`src/rtl/fetch_queue.sv`:
```
// fetch_queue: single-outstanding instruction fetch engine feeding a small
// circular buffer of {pc, instr} entries toward decode. A redirect (flush)
// empties the buffer and turns any in-flight memory request into a drop.
module fetch_queue #(
    parameter int DEPTH = 4
) (
    input  logic        clk,
    input  logic        clr,
    input  logic        pc_valid,
    input  logic [31:0] pc_addr,
    output logic        pc_ready,
    input  logic        flush,
    output logic        imem_req,
    output logic [31:0] imem_addr,
    input  logic        imem_ack,
    input  logic [31:0] imem_data,
    output logic        id_valid,
    output logic [31:0] id_instr,
    output logic [31:0] id_pc,
    input  logic        id_ready,
    output logic [3:0]  count
);

    localparam int         PW      = $clog2(DEPTH);
    localparam logic [3:0] DEPTH_C = 4'(DEPTH);
    localparam logic [PW-1:0] LAST = PW'(DEPTH - 1);

    typedef enum logic [1:0] {
        IDLE = 2'd0,
        WAIT = 2'd1,
        DROP = 2'd2
    } state_t;

    state_t        state;
    logic [31:0]   req_addr;
    logic [PW-1:0] wr_ptr;
    logic [PW-1:0] rd_ptr;
    logic [3:0]    cnt;
    logic [31:0]   pc_mem    [DEPTH];
    logic [31:0]   instr_mem [DEPTH];

    logic accept;
    logic push;
    logic pop;

    // Only take a new address when nothing is in flight and a slot is
    // guaranteed free for its result; a redirect blocks acceptance.
    assign pc_ready  = (state == IDLE) && (cnt < DEPTH_C) && !flush;
    assign accept    = pc_valid && pc_ready;
    assign push      = (state == WAIT) && imem_ack && !flush;
    assign pop       = id_valid && id_ready;

    assign imem_req  = (state == WAIT) || (state == DROP);
    assign imem_addr = req_addr;
    assign id_valid  = (cnt != 4'd0);
    assign id_pc     = pc_mem[rd_ptr];
    assign id_instr  = instr_mem[rd_ptr];
    assign count     = cnt;

    function automatic logic [PW-1:0] ptr_inc(input logic [PW-1:0] p);
        return (p == LAST) ? '0 : p + 1'b1;
    endfunction

    // Request FSM: tracks the single outstanding memory access and whether
    // its returning data is still wanted.
    always_ff @(posedge clk) begin
        if (!clr) begin
            state    <= IDLE;
            req_addr <= '0;
        end else begin
            case (state)
                IDLE: begin
                    if (accept) begin
                        req_addr <= pc_addr;
                        state    <= WAIT;
                    end
                end
                WAIT: begin
                    if (imem_ack)   state <= IDLE;
                    else if (flush) state <= DROP;
                end
                DROP: begin
                    if (imem_ack) state <= IDLE;
                end
                default: state <= IDLE;
            endcase
        end
    end

    // Buffer bookkeeping: pointers and occupancy; flush wipes everything.
    always_ff @(posedge clk) begin
        if (!clr) begin
            wr_ptr <= '0;
            rd_ptr <= '0;
            cnt    <= '0;
        end else if (flush) begin
            wr_ptr <= '0;
            rd_ptr <= '0;
            cnt    <= '0;
        end else begin
            if (push) wr_ptr <= ptr_inc(wr_ptr);
            if (pop)  rd_ptr <= ptr_inc(rd_ptr);
            case ({push, pop})
                2'b10:   cnt <= cnt + 4'd1;
                2'b01:   cnt <= cnt - 4'd1;
                default: cnt <= cnt;
            endcase
        end
    end

    // Entry storage; contents need no reset since occupancy gates visibility.
    always_ff @(posedge clk) begin
        if (push && clr) begin
            pc_mem[wr_ptr]    <= req_addr;
            instr_mem[wr_ptr] <= imem_data;
        end
    end

endmodule

```
`config.mk`:
```
export PLATFORM = sky130hd
export DESIGN_NAME = fetch_queue
export DESIGN_NICKNAME = d
export VERILOG_FILES = /design/src/rtl/fetch_queue.sv
export SDC_FILE = /design/constraint.sdc
export NUM_CORES = 1
export LEC_CHECK = 0
export CAP_MARGIN = 10
export CORE_UTILIZATION = 45
export DETAILED_ROUTE_END_ITERATION = 12
export DONT_BUFFER_PORTS = 1
export MAX_ROUTING_LAYER = met4
export REMOVE_ABC_BUFFERS = 1
export SLEW_MARGIN = 30
export SYNTH_ARGS = -nofsm -noshare
export SYNTH_HDL_FRONTEND = slang
export SYNTH_SLANG_ARGS = --single-unit
```
`constraint.sdc`:
```
create_clock -name clk -period 3.1 [get_ports clk]
set_input_delay 0.31 -clock clk [delete_from_list [all_inputs] [get_ports clk]]
set_output_delay 0.31 -clock clk [all_outputs]
set_load 0.02 [all_outputs]
```
==> out/qor.yml <==
status: "finished, final reports clean"
ff_latch_area_um2: 8576
ant_nets: 0
clock-sinks: 300
grt_pass1_wl_mm: 34.03
htree_levels: 1
cp.arrival_ns: 3.13
die_x_um: 158.8
hpwlAfterDp_mm: 12.81
synth_area_leaders: "edfxtp_1 (69%), mux4_2 (13%), dfxtp_1 (8.0%)"
drt-initial-drc-count: 324
synth-seq-cells: 300
wire_per_inst_um: 21.67
p_total_uw: 8417
finalSetupTns_ns: 0
drc_errors: 0
antenna_found_initial: 0
postSynthCellCount: 563
die_area_um2: 25210
start_util_pct: 45.62
wl_mm: 21.60
power_frac_clock_pct: 39.6
grt_pass1_vias: 5787
globalRouteOverflowTotal: 0
ys_seq_area_share_pct: 77.46
finalWorstSetupSlack_ns: 0.3829
rsz0062_at_grt: "false"
chipHeight_um: 158.8
cts_buffers: 30
multi_input_area_um2: 2364
cts_tree: "done"
ys.flop_type: "edfxtp_1"
hp-class: "in2reg"
gp_congestion: 0.7274
clk_pin_slew_ns: 0.06
path_class: "reg2reg"
slowest_delay_ns: 0.60
dp.cells: 876
synth_top_area_share_pct: 69.49
period_needed_ns: 2.717
cts_root_buf: "clkbuf_16"
r2r_setup_slack_ns: 0.38
clock.fmax_mhz: 368.0
critPathRequiredTime_ns: 3.52
p_sw_share_pct: 21.43
place_ws_ns: 0.4179
fin_nets: 730
power.internal_uw: 6614
ctsResizeCount: 0
clkLatencyLatePin_ns: 0.53
cp_slowest_cell: "o41ai_2"
ios: 173
peakVddDrop_mv: 0.3710
p_leak_uw: 0.004190
endpoint_kind: "flip-flop"
pwr-share-seq_pct: 54.8
routed_via_density: 5.409
syn_area_per_cell_um2: 19.65
cts_buffer_depth: 3
finalSetupViolations: 0
cp_cell_sequence: "o41ai_2, inv_1, ha_1, xor2_1, ha_1, a31oi_1, mux2i_1, mux2_1"
netlist_top_cells_count: "edfxtp_1 (256), nand2_1 (69), mux4_2 (64)"
path_common_cell: "ha_1"
placementRows: 57
pwr_density_cell_nw_per_um2: 639.6
yosys_warnings: 0
coreArea_um2: 24250
synth_edf_count: 256
cts_setup_buffers: 0
final_layout_size_suffix_gt1_share_pct: 19.20
power.switching_uw: 1803
async_flop_share_pct: 0
worst_pin_slew_ns: 0.7464
cap_violations: 0
drt-pass1-iter-count: 4
synth_most_common_cell: "edfxtp_1"
areaGrowthSynthToFinish_pct: 18.97
vias: 5393
hold_buffers: 65
track_usage_pct: 18.05
combPwrFrac_pct: 5.6
fillers: 1891
yosysTopAreaCell: "edfxtp_1"
start_kind: "flip-flop"
final_cells: 997
synth_area_um2: 11060
slew_headroom_pct: 49.93
grt_max_degree: 65
fin_skew_ns: 0.01054
crit_fanout: 6
hold_viol: 0
finalMaxSlewViolations: 0
post-route-period-util_pct: 87.65
portBuffers: 0
netlist-cell-type-count: 36
[registers in the layout, summed over array words and instances, names as in the netlist, named ones only]
register and cells:
state 2, pc_mem 128, instr_mem 128, rd_ptr 2
wr_ptr 2, imem_addr 32, count 4
[cells by family (layout without fill, tap and decap cells)]
group	after synthesis	count (layout)	synth area share [%]
AOI/OAI and AO/OA	49	49	2.443
other	0	1	0
buffers and inverters	36	145	1.357
adders and majority gates	11	11	1.244
and+or+nand+nor	99	99	4.106
DFF	300	300	77.46
xor gates and xnor gates	1	1	0.07919
muxes	67	67	13.31
[stage by stage]
| step | util (%) | hold slack (ns) | cell area, um^2 |
|---|---|---|---|
| 4_1_cts | 54.26 | 0.03126 | 13160 |
| 3_5_place_dp | 47.78 | 0.4090 | 11590 |
| 5_1_grt | 54.26 | 0.05776 | 13160 |
| 6_report | 54.27 | 0.05451 | 13160 |
| 2_1_floorplan | - | 0.4089 | 10950 |
| 3_3_place_gp | 47.78 | 0.4090 | 11590 |
[final cells by class]
class                      instances  share of cell area, %
sequential                       300                  65.16
multi-input combinational        227                  17.96
clock buffer                      46                  6.712
timing repair buffer              81                  6.522
tap                              324                  3.080
clock inverter                     9                 0.2852
inverter                           9                 0.2567
antenna                            1                0.01902
[critical path: cells and delay by family (launching register included)]
kind	cells	cell delay, ns
buffers and inverters	1	0.14
muxes	2	0.55
DFF	1	0.44
AOI/OAI and AO/OA	2	0.78
xor gates and xnor gates	1	0.17
adders and majority gates	2	0.50
[power by group through the flow]
stage	combinational, uW	clock, uW	sequential (uW)
after floorplan	283	0	4670
after global placement	372	0	4690
after detailed placement	388	0	4700
after CTS	474	3420	4610
after global routing	516	3580	4620
final	470	3340	4610
[per-layer routing]
metal / share of wire [%] / GRT usage, %
met4: 1.7 / 4.369
met1: 43 / 23.96
met2: 48 / 28.69
met3: 7.2 / 3.710
met5: 0 / -
[path summary, 6_finish.rpt]
path / startpoint / end / depth (start not counted)
worst max-delay path: count[3] / count[2] / 8
worst min-delay path: id_ready / rd_ptr[0] / 3
worst max register to register: count[3] / count[2] / 8
worst min register to register: rd_ptr[1] / flip-flop / 2
[cell usage in the layout (no fill, tap or decap), types with 3 or more instances in the layout]
cell,instances
o21ai_0,3
clkbuf_8,3
edfxtp_1,256
nand2_1,69
nor2b_1,3
nor2_1,8
a21oi_1,41
nor3_1,3
clkbuf_16,32
mux4_2,64
clkbuf_1,11
buf_12,7
buf_4,9
inv_1,7
clkinv_2,3
clkinv_1,7
ha_1,11
and3_4,4
dfxtp_1,42
dlygate4sd3_1,65
(Power assumes the default switching activity.)
